$ cat src/rtl/cache_axi_bridge_pkg.sv
`default_nettype none
// ============================================================================
// Module   : cache_axi_bridge_pkg
// Brief    : Shared type codes, AXI constants and length/size helpers for the
//            cache-to-AXI bridge.
// Revision : 1.0 - initial release
// ============================================================================
package cache_axi_bridge_pkg;

    localparam logic [2:0] c_rd_byte        = 3'b000;
    localparam logic [2:0] c_rd_half        = 3'b001;
    localparam logic [2:0] c_rd_word        = 3'b010;
    localparam logic [2:0] c_rd_line        = 3'b100;
    localparam logic [1:0] c_axi_burst_incr = 2'b01;
    localparam int         c_line_beats     = 4;
    localparam logic [3:0] c_ic_id          = 4'd0;
    localparam logic [3:0] c_dc_id          = 4'd1;

    function automatic logic [7:0] axi_len(input logic [2:0] typ, input int beats);
        return (typ == c_rd_line) ? 8'(beats - 1) : 8'd0;
    endfunction

    function automatic logic [2:0] axi_size(input logic [2:0] typ);
        return (typ == c_rd_line) ? 3'd2 : {1'b0, typ[1:0]};
    endfunction

endpackage
`default_nettype wire

$ cat src/rtl/cache_axi_bridge_wr_buffer.sv
`default_nettype none
// ============================================================================
// Module   : axi_wr_buffer
// Brief    : Single-entry write buffer: AW/W/B sequencing, line beat counter
//            and same-line hazard compare against the data-cache read address.
// Revision : 1.0 - initial release
// ============================================================================
module axi_wr_buffer
    import cache_axi_bridge_pkg::*;
#(
    parameter int         LINE_BYTES = 16,
    parameter logic [3:0] DC_ID      = c_dc_id
) (
    input  logic                    clk,
    input  logic                    reset,
    input  logic                    dc_wr_req,
    input  logic [2:0]              dc_wr_type,
    input  logic [31:0]             dc_wr_addr,
    input  logic [3:0]              dc_wr_wstrb,
    input  logic [LINE_BYTES*8-1:0] dc_wr_data,
    output logic                    dc_wr_rdy,
    input  logic [31:0]             dc_rd_addr,
    output logic                    dc_rd_hazard,
    output logic [3:0]              awid,
    output logic [31:0]             awaddr,
    output logic [7:0]              awlen,
    output logic [2:0]              awsize,
    output logic [1:0]              awburst,
    output logic                    awvalid,
    input  logic                    awready,
    output logic [31:0]             wdata,
    output logic [3:0]              wstrb,
    output logic                    wlast,
    output logic                    wvalid,
    input  logic                    wready,
    input  logic                    bvalid,
    output logic                    bready
);

    localparam int c_beats = LINE_BYTES / 4;
    localparam int c_cnt_w = (c_beats > 1) ? $clog2(c_beats) : 1;
    localparam int c_off   = $clog2(LINE_BYTES);

    localparam logic [1:0] c_w_idle = 2'd0;
    localparam logic [1:0] c_w_send = 2'd1;
    localparam logic [1:0] c_w_resp = 2'd2;

    logic [1:0]              r_state;
    logic [31:0]             r_addr;
    logic [2:0]              r_type;
    logic [3:0]              r_strb;
    logic [LINE_BYTES*8-1:0] r_data;
    logic [c_cnt_w-1:0]      r_cnt;
    logic                    r_awvalid;
    logic                    r_wvalid;
    logic                    w_is_line;
    logic                    w_last_beat;

    assign w_is_line   = (r_type == c_rd_line);
    assign w_last_beat = !w_is_line || (r_cnt == c_cnt_w'(c_beats - 1));

    always_ff @(posedge clk) begin
        if (reset) begin
            r_state   <= c_w_idle;
            r_addr    <= '0;
            r_type    <= '0;
            r_strb    <= '0;
            r_data    <= '0;
            r_cnt     <= '0;
            r_awvalid <= 1'b0;
            r_wvalid  <= 1'b0;
        end else begin
            case (r_state)
                c_w_idle: begin
                    if (dc_wr_req) begin
                        r_addr    <= dc_wr_addr;
                        r_type    <= dc_wr_type;
                        r_strb    <= dc_wr_wstrb;
                        r_data    <= dc_wr_data;
                        r_cnt     <= '0;
                        r_awvalid <= 1'b1;
                        r_wvalid  <= 1'b1;
                        r_state   <= c_w_send;
                    end
                end
                c_w_send: begin
                    // The valid flags double as the per-channel "still owed" markers.
                    if (r_awvalid && awready) r_awvalid <= 1'b0;
                    if (r_wvalid && wready) begin
                        if (w_last_beat) begin
                            r_wvalid <= 1'b0;
                            r_cnt    <= '0;
                        end else begin
                            r_cnt <= r_cnt + 1'b1;
                        end
                    end
                    if ((!r_awvalid || awready) && (!r_wvalid || (wready && w_last_beat)))
                        r_state <= c_w_resp;
                end
                c_w_resp: begin
                    if (bvalid) r_state <= c_w_idle;
                end
                default: r_state <= c_w_idle;
            endcase
        end
    end

    assign dc_wr_rdy    = (r_state == c_w_idle);
    assign bready       = (r_state == c_w_resp);
    assign dc_rd_hazard = (r_state != c_w_idle) && (dc_rd_addr[31:c_off] == r_addr[31:c_off]);

    assign awid    = DC_ID;
    assign awaddr  = r_addr;
    assign awlen   = axi_len(r_type, c_beats);
    assign awsize  = axi_size(r_type);
    assign awburst = c_axi_burst_incr;
    assign awvalid = r_awvalid;

    // Single writes always ride on slice 0, which holds the uncached word.
    assign wdata  = r_data[r_cnt*32 +: 32];
    assign wstrb  = w_is_line ? 4'hF : r_strb;
    assign wlast  = r_wvalid && w_last_beat;
    assign wvalid = r_wvalid;

endmodule
`default_nettype wire

$ cat src/rtl/cache_axi_bridge.sv
`default_nettype none
// ============================================================================
// Module   : cache_axi_bridge
// Brief    : Bridges I/D cache read ports and the D-cache write-back port onto
//            one 32-bit AXI4 master; read FSM, arbitration and R routing.
// Revision : 1.0 - initial release
// ============================================================================
module cache_axi_bridge
    import cache_axi_bridge_pkg::*;
#(
    parameter int         LINE_BYTES = 16,
    parameter logic [3:0] IC_ID      = c_ic_id,
    parameter logic [3:0] DC_ID      = c_dc_id
) (
    input  logic                    clk,
    input  logic                    reset,
    input  logic                    ic_rd_req,
    input  logic [2:0]              ic_rd_type,
    input  logic [31:0]             ic_rd_addr,
    output logic                    ic_rd_rdy,
    output logic                    ic_ret_valid,
    output logic                    ic_ret_last,
    output logic [31:0]             ic_ret_data,
    input  logic                    dc_rd_req,
    input  logic [2:0]              dc_rd_type,
    input  logic [31:0]             dc_rd_addr,
    output logic                    dc_rd_rdy,
    output logic                    dc_ret_valid,
    output logic                    dc_ret_last,
    output logic [31:0]             dc_ret_data,
    input  logic                    dc_wr_req,
    input  logic [2:0]              dc_wr_type,
    input  logic [31:0]             dc_wr_addr,
    input  logic [3:0]              dc_wr_wstrb,
    input  logic [LINE_BYTES*8-1:0] dc_wr_data,
    output logic                    dc_wr_rdy,
    output logic [3:0]              arid,
    output logic [31:0]             araddr,
    output logic [7:0]              arlen,
    output logic [2:0]              arsize,
    output logic [1:0]              arburst,
    output logic                    arvalid,
    input  logic                    arready,
    input  logic [3:0]              rid,
    input  logic [31:0]             rdata,
    input  logic [1:0]              rresp,
    input  logic                    rlast,
    input  logic                    rvalid,
    output logic                    rready,
    output logic [3:0]              awid,
    output logic [31:0]             awaddr,
    output logic [7:0]              awlen,
    output logic [2:0]              awsize,
    output logic [1:0]              awburst,
    output logic                    awvalid,
    input  logic                    awready,
    output logic [31:0]             wdata,
    output logic [3:0]              wstrb,
    output logic                    wlast,
    output logic                    wvalid,
    input  logic                    wready,
    input  logic                    bvalid,
    output logic                    bready
);

    localparam int c_beats = LINE_BYTES / 4;

    localparam logic [1:0] c_r_idle = 2'd0;
    localparam logic [1:0] c_r_ar   = 2'd1;
    localparam logic [1:0] c_r_data = 2'd2;

    logic [1:0]  r_rstate;
    logic [31:0] r_araddr;
    logic [2:0]  r_artype;
    logic        r_is_dc;
    logic        r_arvalid;
    logic        w_hazard;
    logic        w_idle;
    logic        w_beat_ok;
    logic        w_unused;

    assign w_idle    = (r_rstate == c_r_idle);
    // A hazard-blocked data read still holds the instruction cache off.
    assign dc_rd_rdy = w_idle && !w_hazard;
    assign ic_rd_rdy = w_idle && !dc_rd_req;

    always_ff @(posedge clk) begin
        if (reset) begin
            r_rstate  <= c_r_idle;
            r_araddr  <= '0;
            r_artype  <= '0;
            r_is_dc   <= 1'b0;
            r_arvalid <= 1'b0;
        end else begin
            case (r_rstate)
                c_r_idle: begin
                    if (dc_rd_req && dc_rd_rdy) begin
                        r_araddr  <= dc_rd_addr;
                        r_artype  <= dc_rd_type;
                        r_is_dc   <= 1'b1;
                        r_arvalid <= 1'b1;
                        r_rstate  <= c_r_ar;
                    end else if (ic_rd_req && ic_rd_rdy) begin
                        r_araddr  <= ic_rd_addr;
                        r_artype  <= ic_rd_type;
                        r_is_dc   <= 1'b0;
                        r_arvalid <= 1'b1;
                        r_rstate  <= c_r_ar;
                    end
                end
                c_r_ar: begin
                    if (arready) begin
                        r_arvalid <= 1'b0;
                        r_rstate  <= c_r_data;
                    end
                end
                c_r_data: begin
                    if (rvalid && rlast) r_rstate <= c_r_idle;
                end
                default: r_rstate <= c_r_idle;
            endcase
        end
    end

    assign arid    = r_is_dc ? DC_ID : IC_ID;
    assign araddr  = r_araddr;
    assign arlen   = axi_len(r_artype, c_beats);
    assign arsize  = axi_size(r_artype);
    assign arburst = c_axi_burst_incr;
    assign arvalid = r_arvalid;
    assign rready  = (r_rstate == c_r_data);

    // Beats with a foreign rid are still accepted but never forwarded.
    assign w_beat_ok    = rready && rvalid && (rid == arid);
    assign dc_ret_valid = w_beat_ok && r_is_dc;
    assign ic_ret_valid = w_beat_ok && !r_is_dc;
    assign dc_ret_last  = dc_ret_valid && rlast;
    assign ic_ret_last  = ic_ret_valid && rlast;
    assign dc_ret_data  = dc_ret_valid ? rdata : '0;
    assign ic_ret_data  = ic_ret_valid ? rdata : '0;
    assign w_unused     = ^rresp;

    axi_wr_buffer #(
        .LINE_BYTES (LINE_BYTES),
        .DC_ID      (DC_ID)
    ) u_wr_buffer (
        .clk          (clk),
        .reset        (reset),
        .dc_wr_req    (dc_wr_req),
        .dc_wr_type   (dc_wr_type),
        .dc_wr_addr   (dc_wr_addr),
        .dc_wr_wstrb  (dc_wr_wstrb),
        .dc_wr_data   (dc_wr_data),
        .dc_wr_rdy    (dc_wr_rdy),
        .dc_rd_addr   (dc_rd_addr),
        .dc_rd_hazard (w_hazard),
        .awid         (awid),
        .awaddr       (awaddr),
        .awlen        (awlen),
        .awsize       (awsize),
        .awburst      (awburst),
        .awvalid      (awvalid),
        .awready      (awready),
        .wdata        (wdata),
        .wstrb        (wstrb),
        .wlast        (wlast),
        .wvalid       (wvalid),
        .wready       (wready),
        .bvalid       (bvalid),
        .bready       (bready)
    );

endmodule
`default_nettype wire

$ cat config.mk
export PLATFORM = sky130hd
export DESIGN_NAME = cache_axi_bridge
export DESIGN_NICKNAME = d
export VERILOG_FILES = /design/src/rtl/cache_axi_bridge_pkg.sv /design/src/rtl/cache_axi_bridge_wr_buffer.sv /design/src/rtl/cache_axi_bridge.sv
export SDC_FILE = /design/constraint.sdc
export NUM_CORES = 1
export LEC_CHECK = 0
export CAP_MARGIN = 40
export CELL_PAD_IN_SITES_DETAIL_PLACEMENT = 1
export CELL_PAD_IN_SITES_GLOBAL_PLACEMENT = 1
export CORE_AREA = 8 8 193 195
export CTS_BUF_LIST = sky130_fd_sc_hd__clkbuf_4 sky130_fd_sc_hd__clkbuf_8
export DETAILED_ROUTE_END_ITERATION = 8
export DIE_AREA = 0 0 201 203
export GPL_TIMING_DRIVEN = 0
export PLACE_DENSITY = 0.91
export SETUP_SLACK_MARGIN = 0.1
export SYNTH_ARGS = -nofsm -noshare
export SYNTH_HDL_FRONTEND = slang
export SYNTH_SLANG_ARGS = --single-unit
$ cat constraint.sdc
create_clock -name clk -period 2.3 [get_ports clk]
set_clock_uncertainty 0.05 [all_clocks]
set_input_delay 0.46 -clock clk [delete_from_list [all_inputs] [get_ports clk]]
set_output_delay 0.46 -clock clk [all_outputs]
set_load 0.01 [all_outputs]
After elaboration in Yosys (flattened, before gate mapping)
Cells that the tools add are included.
{"block": "op_classes", "addsub": 1, "n_eq_ne": 18, "n_shift": 1, "mux": 37, "n_reduce_logical": 40}
{"cell": "$mux W32", "n": 4}
{"cell": "$shiftx A128 B8 Y32", "n": 1}
{"cell": "$eq A28 B28 Y1", "n": 1}
{"cell": "$mux W2", "n": 14}
{"cell": "$logic_and A1 B1 Y1", "n": 17}
{"cell": "$reduce_and A3 Y1", "n": 5}
{"cell": "$pmux W2 S3", "n": 2}
{"cell": "$mux W1", "n": 10}
{"cell": "$ne A2 B1 Y1 const B", "n": 5}
{"cell": "$reduce_bool A2 Y1", "n": 4}
{"cell": "$eq A2 B2 Y1 const B", "n": 3}
{"cell": "$eq A3 B3 Y1 const B", "n": 2}
{"cell": "$logic_not A1 Y1", "n": 6}
{"cell": "$mux W3", "n": 2}
{"cell": "$ne A2 B2 Y1 const B", "n": 3}
{"cell": "$pmux W1 S2", "n": 3}
{"cell": "$eq A2 B1 Y1 const B", "n": 2}
{"cell": "$eq A4 B1 Y1", "n": 1}
{"cell": "$logic_not A2 Y1", "n": 2}
{"cell": "$mux W4", "n": 1}
{"cell": "$pmux W2 S2", "n": 1}
{"cell": "$reduce_and A2 Y1", "n": 2}
{"cell": "$reduce_and A4 Y1", "n": 1}
{"cell": "$logic_or A1 B1 Y1", "n": 3}
{"cell": "other kinds (2)", "n": 2}
{"block": "word_totals", "register_bits": 212, "inputBits": 286, "output_inout_bits": 211, "wordCells": 110}

Depth between registers and ports, before layout
{"block": "depth", "word_depth": 8, "depth_mapped": 7, "ltp_nobuf": 6}

Cells and area by module
From an unflattened synthesis, not the netlist that was laid out.
{"block": "unflattened", "cells_unflattened": 1215, "area_unflattened_um2": 10004.6}
{"mod": "axi_wr_buffer", "n_inst": 1, "cells_per_inst": 861, "area_each_um2": 7348.3, "seq_area_each_um2": 3463.3}
{"mod": "cache_axi_bridge", "n_inst": 1, "cells_per_inst": 354, "area_each_um2": 2656.3, "seq_area_each_um2": 780.7}

Least setup slack after synthesis
No wires, ideal clock.
{"block": "synth_timing", "path_type": "input -> output", "start": "input rid[1]", "end": "output ic_ret_data[22]", "t_arrival_ps": 1680, "t_required_ps": 1790, "setup_slack_ps": 110, "stages": 5, "path_buffers": 1, "path_cell_list": "nor4b_1 > nand2_1 > nor3_1 > clkbuf_1 > and2_1"}
{"block": "synth_between", "elab_chain_cells": 4}
{"item": "from (decl)", "line_no": "cache_axi_bridge.sv:44", "source": "input logic [3:0] rid,"}
{"item": "$eq A4 B1 Y1", "line_no": "cache_axi_bridge.sv:134", "source": "assign w_beat_ok = rready && rvalid && (rid == arid);"}
{"item": "$logic_and A1 B1 Y1", "line_no": "cache_axi_bridge.sv:134"}
{"item": "$logic_and A1 B1 Y1", "line_no": "cache_axi_bridge.sv:136", "source": "assign ic_ret_valid = w_beat_ok && !r_is_dc;"}
{"item": "named net ic_ret_valid", "line_no": "cache_axi_bridge.sv:21", "source": "output logic ic_ret_valid,"}
{"item": "$mux W32", "line_no": "cache_axi_bridge.sv:140", "source": "assign ic_ret_data = ic_ret_valid ? rdata : '0;"}
{"item": "to (decl)", "line_no": "cache_axi_bridge.sv:23", "source": "output logic [31:0] ic_ret_data,"}
The timed path passes the listed nets, and every way through them passes these cells.

Worst setup path after layout
{"block": "layout_timing", "start": "input rid[3]", "end": "output ic_ret_data[16]"}
{"block": "layout_between", "elab_chain_cells": 4}
{"item": "$eq A4 B1 Y1", "line_no": "cache_axi_bridge.sv:134"}
{"item": "$logic_and A1 B1 Y1", "line_no": "cache_axi_bridge.sv:134"}
{"item": "$logic_and A1 B1 Y1", "line_no": "cache_axi_bridge.sv:136"}
{"item": "$mux W32", "line_no": "cache_axi_bridge.sv:140"}
Every way passes these cells.

==> summary.txt <==
Outcome
  – Failing checks: setup timing
  – Outcome: finished, violations left

Setup path
  – Reg2Reg Depth: 8
  – Required time at the worst-slack endpoint: 1.79 ns
  – Setup slack, reg-to-reg: 0.11 ns
  – Worst R2R Start: u_wr_buffer.awaddr[6]$_SDFFE_PP0P_
  – Critical path data arrival time: roughly 2.2 ns
  – Crit. Startpoint: rid[3]
  – Setup crit end kind: output pin
  – Setup crit start kind: input port
  – CP Max Fanout: 5
  – CP Class: in -> out
  – CP endpoint: ic_ret_data[16]
  – Worst R2R End: araddr[29]$_SDFFE_PP0P_

Synth
  – Seq/Total Area, Yosys: between 40% and 50%
  – Synth Area per Inst: between 8 and 9 um2
  – Ys flop type: dfxtp_1
  – Yosys reg bits: 212
  – Number of synthesized flops with an enable pin: 0
  – Synth Cell Area: approximately 9800 um2
  – Syn Inst Count: between 1k and 1.5k
  – Netlist cell types: 37
  – Asr flop ratio synth: 0%
  – Yosys warnings: 0

Pwr
  – Reg power frac: between 30% and 40%
  – Net Switching: roughly 0.0032 W
  – Total Power: roughly 0.011 W
  – Sw Share: approximately 30%
  – Clock power share: 37.7%
  – Peak supply drop: 0.345 mV
  – Internal power: 0.00746 W
  – Leakage: approximately 6.9 nW
  – Power Density: slightly above 600 nW/um2
  – Comb power frac: a little under a quarter

Timing
  – Fin crit period: 2.68 ns
  – Fin. Hold Viols: 0
  – Hold slack: 0.329 ns
  – Relative slew slack: between 40% and 50%
  – Tcrit/Tclk final: 117%
  – Achievable Freq: around 370 MHz
  – Setup violators final: 101
  – Unrepaired setup endpoints after global routing: true
  – Slew Limit Fails: 0
  – Worst Tran Pin Value: roughly 0.84 ns
  – Fin worst setup slack: -0.381 ns

Hold path
  – HP Class: in -> reg
  – Cell depth of the worst hold path: 3

Floorplan
  – Die Area: between 40000 and 50000 um2
  – Initial Util: 28.7%
  – Core area: 34100 um2
  – Row cnt: slightly below 70
  – Die Y: between 200 and 250 um
  – Horiz. Die Dim: around 200 um
  – I/O pins: around 500

Global route
  – First-pass GRT wire length: between 80000 and 90000 um
  – Initial antenna violation count: 15
  – Largest net degree at the start of global routing: 20
  – Vias in the first global route: between 10k and 15k
  – Total grt overflow: 0
  – Total GRT Usage: between 20% and 30%

Drt
  – Final ANT Viol Nets: 0
  – Detailed-route DRC error count: 0
  – Iteration-0 DRC Markers: ~670
  – DRT Wirelength: about 60000 um
  – DR WL/cell: ~27 um
  – Vias after detailed routing: about 11k
  – Initial DRT Pass Iterations: 5
  – Via density per instance: 5.11

Clock network
  – Bufs on Longest Clock Path: 3
  – H-Tree Depth: 2
  – TritonCTS Sinks: 212
  – Cts hold-fix bufs: 0
  – Clk slew on worst S/H paths: 0.05 ns
  – Clock Latency Late Sink: roughly 0.56 ns
  – CTS Root Cell: clkbuf_8
  – CTS tree: done
  – CTS buffer count: 40

Placement
  – DP HPWL: between 40000 and 50000 um
  – Port Buf Inserts: 468
  – Routability cong.: 0.924

Run
  – Number of max-cap violations: 0

Final layout
  – Layout Nets: roughly 2.0k
  – Commonest non-fill, non-tap cell in the layout: nand2_1
  – Area growth from synthesis to layout: 78.5%
  – Most frequent cells in the layout: 341 x nand2_1, 329 x clkdlybuf4s50_1, 190 x dfxtp_1
  – Share of post-route cells with drive strength above 1: a little over a quarter
## worst min-delay path by stage
stage | start | slack, ns | end
after detailed placement | u_wr_buffer.r_data[101]$_SDFFE_PP0P_ | 0.40 | u_wr_buffer.r_data[101]$_SDFFE_PP0P_
after global routing | dc_rd_addr[9] | 0.35 | araddr[9]$_SDFFE_PP0P_
after CTS | rvalid | 0.36 | r_rstate[0]$_SDFFE_PP0P_
after floorplan | u_wr_buffer.r_strb[0]$_SDFFE_PP0P_ | 0.38 | u_wr_buffer.r_strb[0]$_SDFFE_PP0P_
after global placement | u_wr_buffer.r_data[67]$_SDFFE_PP0P_ | 0.39 | u_wr_buffer.r_data[67]$_SDFFE_PP0P_
final | dc_rd_addr[9] | 0.33 | araddr[9]$_SDFFE_PP0P_
## critical path: stages
cell and delay (ns):
dlygate4sd2_1 0.26, nor4b_4 0.37, nand2_4 0.12, nor3_4 0.24, buf_6 0.21, clkbuf_16 0.16, buf_6 0.09, and2_4 0.15
buf_6 0.10
## power by group through the flow
stage / clock network [W] / logic, W / registers [W]
floorplan: 0 / 0.000941 / 0.00422
global placement: 0 / 0.00224 / 0.00421
detailed placement: 0 / 0.00230 / 0.00424
CTS: 0.00406 / 0.00236 / 0.00417
global route: 0.00425 / 0.00257 / 0.00421
finish: 0.00401 / 0.00243 / 0.00419
## area by class of cell
class | count | area [um2]
clock buffers | 68 | 830
clock inverters | 4 | 32.5
plain buffers | 122 | 891
fillers | 3884 | 16700
repair buffers | 535 | 5490
inverters | 2 | 7.51
flip-flops and latches | 212 | 4290
well taps | 455 | 569
multi-input cells | 828 | 5320
diodes | 15 | 37.5
## state kept, by name (all words and copies together), names as in the netlist
register	count
u_wr_buffer.wvalid	1
r_is_dc	1
r_rstate	2
u_wr_buffer.r_cnt	2
u_wr_buffer.r_data	128
u_wr_buffer.awvalid	1
u_wr_buffer.r_state	2
araddr	32
r_artype	3
u_wr_buffer.r_strb	4
arvalid	1
u_wr_buffer.r_type	3
u_wr_buffer.awaddr	32
## kinds of logic after synthesis
group / Yosys count / share of synthesized area, %
buffers and inverters: 125 / 6.73
adder cells (fa/ha/maj): 1 / 0.128
multiplexers: 67 / 11.0
AND/OR/NAND/NOR: 452 / 20.2
other: 2 / 0.0768
flip-flops: 212 / 43.4
AO/OA/AOI/OAI: 255 / 16.0
XOR/XNOR: 28 / 2.51
## metal layers
metal	GRT usage (%)	part of all wire (%)
met5	0	0
met4	15.1	5.9
met3	5.21	5.4
met2	48.4	51
met1	29.9	38
## synth_stat cells, types with 2 or more instances
master | number | area share, %
mux2i_1 | 35 | 3.6
nand2_1 | 342 | 13
buf_6 | 3 | 0.35
buf_2 | 8 | 0.41
buf_1 | 2 | 0.077
dfxtp_1 | 212 | 43
nor4_4 | 2 | 0.43
inv_1 | 2 | 0.077
mux4_2 | 32 | 7.4
nor4b_1 | 2 | 0.18
or2_2 | 5 | 0.32
conb_1 | 2 | 0.077
nand2b_1 | 5 | 0.32
o21ai_0 | 4 | 0.20
nor3_1 | 3 | 0.15
a21oi_2 | 2 | 0.18
nor3b_1 | 3 | 0.23
a21oi_1 | 174 | 8.9
nand4_1 | 6 | 0.38
xnor2_1 | 28 | 2.5
a211oi_2 | 18 | 2.3
nor2b_1 | 4 | 0.26
and2_1 | 66 | 4.2
buf_4 | 33 | 2.5
clkbuf_1 | 75 | 2.9
a211oi_1 | 52 | 4.0
nor2_1 | 11 | 0.42
buf_12 | 2 | 0.41
## metrics by stage
stage	setup WS [ns]	utilization (%)	setup TNS, ns	std cells	cell area (um2)
floorplan	0.110	-	0	1165	9870
global placement	-1.30	44.3	-237.57	2088	15100
detailed placement	-1.38	44.5	-241.80	2092	15200
CTS	-0.260	49.7	-16.18	2214	17000
global route	-0.421	51.2	-27.20	2241	17500
finish	-0.381	51.2	-23.73	2241	17500
## what timing repair did
| action | in CTS | in global routing |
|---|---|---|
| setup endpoints to repair | 275 | 190 |
| pin swaps | 48 | 12 |
| gates cloned | 7 | 1 |
| gates resized for setup | 718 | 122 |
| setup buffers | 44 | 13 |
Note: power is estimated with default switching activity, not from simulation.
